===== src/rtl/esu_pkg.sv =====
// Shared definitions for the ESU round-robin scheduler.
package esu_pkg;

   // Scheduler sequence: grant/latch, start pulse, wait for ESU, strobe result.
   typedef enum logic [1:0] {
      IDLE   = 2'd0,
      ISSUE  = 2'd1,
      WAIT   = 2'd2,
      RESULT = 2'd3
   } esu_state_e;

   // Off time reported for a stationary axis: the next edge never comes.
   localparam logic [31:0] T_OFF_NEVER = 32'hFFFF_FFFF;

   // Default watchdog limit, in WAIT cycles.
   localparam int unsigned DEFAULT_TIMEOUT = 64;

   // Successor of a requester index, wrapping modulo n.
   function automatic int unsigned rr_next(input int unsigned idx, input int unsigned n);
      return (idx + 1 >= n) ? 0 : idx + 1;
   endfunction

endpackage


===== src/rtl/rr_arbiter.sv =====
// Combinational round-robin arbiter: picks the first request at or after ptr.
module rr_arbiter #(
   parameter int unsigned N = 4,
   localparam int unsigned IW = (N > 1) ? $clog2(N) : 1
) (
   input  logic [N-1:0]  req,
   input  logic [IW-1:0] ptr,
   output logic [N-1:0]  gnt,
   output logic [IW-1:0] idx,
   output logic          any
);

   int unsigned   cand;
   logic [IW-1:0] cand_idx;

   // Scan N positions starting at ptr; the first asserted request wins.
   always_comb begin
      gnt      = '0;
      idx      = '0;
      any      = 1'b0;
      cand     = 0;
      cand_idx = '0;
      for (int unsigned k = 0; k < N; k++) begin
         cand = {{(32-IW){1'b0}}, ptr} + k;
         if (cand >= N) begin
            cand = cand - N;
         end
         cand_idx = IW'(cand);
         if (!any && req[cand_idx]) begin
            any           = 1'b1;
            idx           = cand_idx;
            gnt[cand_idx] = 1'b1;
         end
      end
   end

endmodule


===== src/rtl/esu_sched.sv =====
// Shares one edge scheduling unit among NUM_AXES requesters, round-robin,
// with a watchdog on the ESU and a local shortcut for zero velocity.
module esu_sched
   import esu_pkg::*;
#(
   parameter int unsigned NUM_AXES = 4,
   parameter int unsigned TIMEOUT  = DEFAULT_TIMEOUT
) (
   input  logic                     clk,
   input  logic                     N_reset,
   input  logic [NUM_AXES-1:0]      req,
   input  logic [NUM_AXES-1:0][31:0] velocity,
   input  logic [NUM_AXES-1:0][31:0] t_on,
   input  logic [31:0]              t_up,
   output logic [NUM_AXES-1:0]      ack,
   output logic [31:0]              res_t_off,
   output logic                     res_dir,
   output logic                     res_err,
   output logic                     esu_start,
   output logic [31:0]              esu_t_up,
   output logic [31:0]              esu_t_on,
   output logic [31:0]              esu_velocity,
   input  logic [31:0]              esu_t_off,
   input  logic                     esu_dir,
   input  logic                     esu_done
);

   localparam int unsigned IW = (NUM_AXES > 1) ? $clog2(NUM_AXES) : 1;
   localparam int unsigned WW = $clog2(TIMEOUT) + 1;
   localparam logic [WW-1:0] WDOG_LAST = WW'(TIMEOUT - 1);

   esu_state_e          state_q;
   logic [IW-1:0]       ptr_q;
   logic [IW-1:0]       ptr_d;
   logic [NUM_AXES-1:0] gnt_q;
   logic [WW-1:0]       wdog_q;
   logic [NUM_AXES-1:0] ack_q;
   logic [31:0]         res_t_off_q;
   logic                res_dir_q;
   logic                res_err_q;
   logic                start_q;
   logic [31:0]         op_t_up_q;
   logic [31:0]         op_t_on_q;
   logic [31:0]         op_vel_q;

   logic [NUM_AXES-1:0] arb_gnt;
   logic [IW-1:0]       arb_idx;
   logic                arb_any;
   logic [31:0]         sel_vel;
   logic [31:0]         sel_t_on;

   rr_arbiter #(
      .N (NUM_AXES)
   ) u_arb (
      .req (req),
      .ptr (ptr_q),
      .gnt (arb_gnt),
      .idx (arb_idx),
      .any (arb_any)
   );

   // Operand mux for the winning axis and the pointer value after this grant.
   always_comb begin
      sel_vel  = velocity[arb_idx];
      sel_t_on = t_on[arb_idx];
      ptr_d    = IW'(rr_next(32'(arb_idx), NUM_AXES));
   end

   // Scheduler FSM; every output is a register updated here.
   always_ff @(posedge clk or negedge N_reset) begin
      if (!N_reset) begin
         state_q     <= IDLE;
         ptr_q       <= '0;
         gnt_q       <= '0;
         wdog_q      <= '0;
         ack_q       <= '0;
         res_t_off_q <= '0;
         res_dir_q   <= 1'b0;
         res_err_q   <= 1'b0;
         start_q     <= 1'b0;
         op_t_up_q   <= '0;
         op_t_on_q   <= '0;
         op_vel_q    <= '0;
      end else begin
         start_q <= 1'b0;
         ack_q   <= '0;
         case (state_q)
            IDLE: begin
               if (arb_any) begin
                  gnt_q     <= arb_gnt;
                  ptr_q     <= ptr_d;
                  op_t_up_q <= t_up;
                  op_t_on_q <= sel_t_on;
                  op_vel_q  <= sel_vel;
                  if (sel_vel == '0) begin
                     // Stationary axis: answer locally, ack lands in RESULT.
                     res_t_off_q <= T_OFF_NEVER;
                     res_dir_q   <= 1'b0;
                     res_err_q   <= 1'b0;
                     ack_q       <= arb_gnt;
                     state_q     <= RESULT;
                  end else begin
                     start_q <= 1'b1;
                     state_q <= ISSUE;
                  end
               end
            end
            ISSUE: begin
               wdog_q  <= '0;
               state_q <= WAIT;
            end
            WAIT: begin
               if (esu_done) begin
                  res_t_off_q <= esu_t_off;
                  res_dir_q   <= esu_dir;
                  res_err_q   <= 1'b0;
                  ack_q       <= gnt_q;
                  state_q     <= RESULT;
               end else if (wdog_q == WDOG_LAST) begin
                  res_t_off_q <= '0;
                  res_dir_q   <= 1'b0;
                  res_err_q   <= 1'b1;
                  ack_q       <= gnt_q;
                  state_q     <= RESULT;
               end else begin
                  wdog_q <= wdog_q + WW'(1);
               end
            end
            RESULT: begin
               state_q <= IDLE;
            end
            default: begin
               state_q <= IDLE;
            end
         endcase
      end
   end

   assign ack          = ack_q;
   assign res_t_off    = res_t_off_q;
   assign res_dir      = res_dir_q;
   assign res_err      = res_err_q;
   assign esu_start    = start_q;
   assign esu_t_up     = op_t_up_q;
   assign esu_t_on     = op_t_on_q;
   assign esu_velocity = op_vel_q;

endmodule


===== config.mk =====
export PLATFORM = sky130hd
export DESIGN_NAME = esu_sched
export DESIGN_NICKNAME = d
export VERILOG_FILES = /design/src/rtl/esu_pkg.sv /design/src/rtl/rr_arbiter.sv /design/src/rtl/esu_sched.sv
export SDC_FILE = /design/constraint.sdc
export NUM_CORES = 1
export LEC_CHECK = 0
export BUFFER_PORTS_ARGS = -buffer_cell sky130_fd_sc_hd__buf_2
export CORE_AREA = 2 2 178 180
export CTS_CLUSTER_SIZE = 40
export DETAILED_ROUTE_END_ITERATION = 6
export DIE_AREA = 0 0 180 182
export PLACE_DENSITY = 0.59
export SLEW_MARGIN = 20
export SYNTH_ARGS = -nofsm -noshare
export SYNTH_HDL_FRONTEND = slang
export SYNTH_SLANG_ARGS = --single-unit

===== constraint.sdc =====
create_clock -name clk -period 4.35 [get_ports clk]
set_input_delay 0.87 -clock clk [delete_from_list [all_inputs] [get_ports clk]]
set_output_delay 0.87 -clock clk [all_outputs]
set_load 0.02 [all_outputs]

== Word-level counts from Yosys, hierarchy flattened ==
Index checks and enable logic that the tools add are counted.
Word-level totals
  output and inout port bits: 135
  register bits after elaboration: 150
Operators by class
  eq/ne operators: 9
  add/sub/neg operators: 9
  muxes and demuxes: 66
  bitwise logic cells: 3
  magnitude comparators: 14
  reductions and logical operators: 18
Operator list (number)
  $mux W32: 6
  $bmux W32 S2: 2
  $pmux W32 S2: 1
  $logic_not A32 Y1: 1
  $mux W4: 8
  $mux W2: 13
  $mux W1: 21
  $lt A2 B3 Y1 const B: 5
  $mux W7: 2
  $pmux W7 S2: 1
  $ge A3 B3 Y1 const B: 4
  $or A4 B4 Y4: 3
  $bmux W1 S2: 4
  $demux W1 S2: 4
  $ge A2 B1 Y1 const B: 4
  $ne A2 B2 Y1 const B: 4
  $pmux W2 S4: 1
  $pmux W4 S2: 1
  $sub A2 B1 Y2 const B: 4
  $add A7 B1 Y7 const B: 1
  $eq A7 B6 Y1 const B: 1
  $logic_and A1 B1 Y1: 7
  $add A2 B1 Y3 const B: 2
  $add A2 B2 Y3 const B: 2
  other kinds (11): 17

== Depth between registers and ports, before layout ==
  depth in word-level cells: 20
  depth in mapped cells: 17

== Cells and area by module ==
A second synthesis with hierarchy kept.
Second synthesis, totals
  cell total of the unflattened synthesis: 879
  area, all modules: 8613.3 sq um
By module, submodules not included
  esu_sched: instances 1, cells an instance 834, seq. area each 3753.6 sq um, area each 8191.6 sq um
  rr_arbiter: instances 1, cells an instance 45, seq. area each 0.0 sq um, area each 421.7 sq um

== Least setup slack after synthesis ==
Ideal clock, no wire load.
  kind: register -> register
  start: register ptr_q[0]
  end: register res_t_off_q[0] (netlist: res_t_off[0])
  setup time: 0.123 ns
  data arrival time: 3.681 ns
  slack: 0.546 ns
  cell stages (with the launch flop): 16
  data required time: 4.227 ns
  path buffers: 4
  path through: dfrtp_1 > buf_6 > inv_1 > ha_1 > buf_2 > mux4_2 > nor2b_4 > o21ai_2 > and2_1 > buf_6 > o311ai_1 > o221ai_2 > nor4_4 > o211a_2 > buf_6 > a2bb2oi_1
On the way
  word-level cells in the longest chain between the ends: 19
  elaborated cells on any way between the ends: 43
RTL lines
  start: declaration: RTL line esu_sched.sv:33  | logic [IW-1:0] ptr_q;
  start signal: assignment: RTL line esu_sched.sv:91  | ptr_q <= ptr_d;
  parallel branches: the longest is 18 deep, another holds $add A2 B1 Y3
  $reduce_and A4 Y1 (no line) (*)
  end signal: assignment: RTL line esu_sched.sv:114  | res_t_off_q <= esu_t_off;
  end: declaration: RTL line esu_sched.sv:38  | logic [31:0] res_t_off_q;
Mark *: on every way between the ends. The select of a mux whose other input is x is not followed.
A chain may end at the register's enable or synchronous reset.

== Worst setup path in the final report ==
  start: register ptr_q[0]
  end: register res_t_off_q[1] (netlist: res_t_off[1])
The elaborated chain is that of the path after synthesis.

==> flow_summary.yaml <==
outcome:
  outcome: "completed"
clocking:
  clk_pin_slew_ps: 70
  insertion_delay_ps: 420
  clockBufferDepth: 2
  cts_tree: "yes"
  numCtsBuffers: 17
  holdBufCountCts: 0
  post_cts_buffers: 0
  ctsResizeCount: 0
  cts_sinks: 150
  root_buffer: "clkbuf_16"
  htree_levels: 4
detailed_routing:
  wl_per_cell_microns: 17.4
  initialDrtViolationCount: 465
  vias_per_cell: 4.82
  drt_wl_total_mm: 34.4
  vias: 9557
  drc: 0
  drtPass1Iterations: 7
  ant_nets: 0
sta:
  tns_ps: 0
  fmax_ghz: 0.255
  finalHoldViolCount: 0
  timing.final.ws_setup_ps: 421
  period_share_pct: 90.3
  grt_setup_unrepaired: "no"
  slew_headroom_pct: 36.4
  worst_pin_slew_ps: 954
  finalClockSkew_ps: 11.5
  post-route-min-period_ps: 3930
  maxSlewViolCount: 0
  finalSetupViolCount: 0
setup_path:
  cp_max_fo: 34
  rrSetupSlack_ps: 420
  crit_required_ps: 4690
  crit_path_start_kind: "flop"
  worst-setup-path-type: "reg2reg"
  cp.arrival_ps: 4270
  critPathCaptureType: "flop"
die:
  num_rows: 65
  core_area_sq_mm: 0.0310
  die_w_microns: 180
  start_util_pct: 28.1
  top_level_ports: 463
  die_h_microns: 182
  die_area_sq_mm: 0.0328
global_routing:
  antenna_found_initial: 9
  grt_overflow: 0
  grt_max_degree: 125
  grt_first_pass_wirelength_mm: 52.7
  grtUsageTotal_pct: 20.6
  grt_pass1_vias: 9317
logic_synthesis:
  synth_compound_area_share_pct: 15.2
  ys_types: 56
  synth_top_family_by_area: "simple AND/OR/NAND/NOR gates"
  synth_cells: 1140
  synth_fa_ha_area_share_pct: 1.29
  synth_fp_nets: 1477
  syn_area_sq_mm: 0.00870
  synth-simple-area-share_pct: 33.7
  ys_ff_latch: 150
  synth_edf_count: 0
  seq_area_frac_synth_pct: 43.1
  synth-xor-area-share_pct: 0.503
  yosysTopAreaCellShare_pct: 43.1
  synthMuxAreaShare_pct: 1.51
  yosys_warnings: 0
  synthArstFlopShare_pct: 100
  ys.flop_type: "dfrtp_1"
  synth_area_leaders: "dfrtp_1, nand2_1, o21ai_0, nand3_1, a2bb2oi_2"
  avgSynthCellArea_sq_um: 7.63
  yosys.area.top_type: "dfrtp_1"
cells_and_area:
  nFillCells: 3311
  final_common_cell: "buf_2"
  multi_input_area_sq_mm: 0.00458
  nets: 1897
  syn_to_final_growth_pct: 38.3
  post-route-cell-area_sq_mm: 0.0120
  regArea_sq_mm: 0.00375
  final_cell_mix: "buf_2, nand2_1, dfrtp_1"
  drive_gt1_share_pct: 35.5
  stdcell_count: 1982
power_and_ir_drop:
  powerDensity_mw_per_mm2: 926
  vdd_ir_drop_max_uv: 659
  p_leak_uw: 0.00614
hold_path:
  hp-class: "reg2reg"
place:
  gp_congestion: 0.897
  dp_slack_ps: 321
  placed_cells: 1943
  port_buffers: 462
  dp_hpwl_mm: 26.5
  dpl-instance-area_sq_mm: 0.0114
flow_run:
  max-cap-violations: 0
metal layers:
layer,track usage [%],wire length (microns),vias to the layer above
met1,24.2,13500,4411
met3,5.84,2700,59
met4,7.64,1060,2
met5,0,14,-
met2,35.6,17100,414
li1,-,-,4671
report_power, final:
group / switching, uW / internal [uW] / leakage, uW
logic: 4680 / 2430 / 0.00403
registers: 348 / 2070 / 0.00179
clock network: 688 / 937 / 0.000312
state kept, by name, indices dropped and copies added (netlist names):
register,flops
esu_t_on,32
esu_t_up,32
esu_velocity,32
res_t_off,32
wdog_q,7
ack,4
gnt_q,4
ptr_q,2
state_q,2
esu_start,1
res_dir,1
res_err,1
through the flow:
stage / util [%] / total power [uW] / hold WS, ps
after floorplan: - / 7530 / 450
after global placement: 36.7 / 9480 / 452
after detailed placement: 36.7 / 9610 / 457
after CTS: 38.8 / 11300 / 474
after global routing: 38.8 / 12200 / 489
final: 38.9 / 11200 / 468
critical path, stage by stage (launching register included):
cell	delay [ps]
dfrtp_1	350
inv_1	80
ha_1	430
mux4_2	680
nor2b_4	220
o21ai_2	80
and2_1	240
o41ai_2	380
o221ai_2	190
nor4_4	510
o21ba_2	220
buf_12	240
a2bb2oi_1	190
cell type report:
cell class,instances,share of cell area (%)
clock inverters,14,1.71
well taps,402,4.18
diodes,7,0.146
flip-flops and latches,150,31.2
inverters,8,0.249
repair buffers,481,21.0
clock buffers,18,3.56
multi-input cells,902,38.0
cell families (layout without fill, tap and decap cells):
group	Yosys count	in the layout
AO/OA/AOI/OAI	181	181
XOR/XNOR	5	5
adder cells (fa/ha/maj)	9	9
buffers and inverters	88	521
flip-flops	150	150
multiplexers	8	8
other	0	7
AND/OR/NAND/NOR	699	699
path summary, 6_finish.rpt:
check | end | startpoint | cells after the start
setup / recovery | res_t_off[1] | ptr_q[0] | 12
hold / removal | esu_t_up[28] | esu_t_up[28] | 2
setup reg to reg | res_t_off[1] | ptr_q[0] | 12
hold reg to reg | esu_t_up[28] | esu_t_up[28] | 2
max in group asynchronous | res_t_off[30] | N_reset | 2
min in group asynchronous | esu_t_up[0] | N_reset | 1
synth_stat cells (3+ instances only):
cell       count
nor2b_1        3
a22oi_1        6
nand2b_1       4
o21ai_0      104
nand2_1      437
a2bb2oi_1      4
nor4_1        25
mux4_2         4
a2bb2oi_2     28
buf_2          4
ha_1           9
a21oi_1        9
and2_1         4
nand4_1        7
inv_1          7
or4_1          4
clkbuf_1      55
buf_6          9
buf_1         11
dfrtp_1      150
mux2i_1        3
xor2_1         3
a221oi_1       4
nand3_1       97
nor2_1       107
o21ai_1        4
No activity file was read; power rests on OpenSTA's default activity.
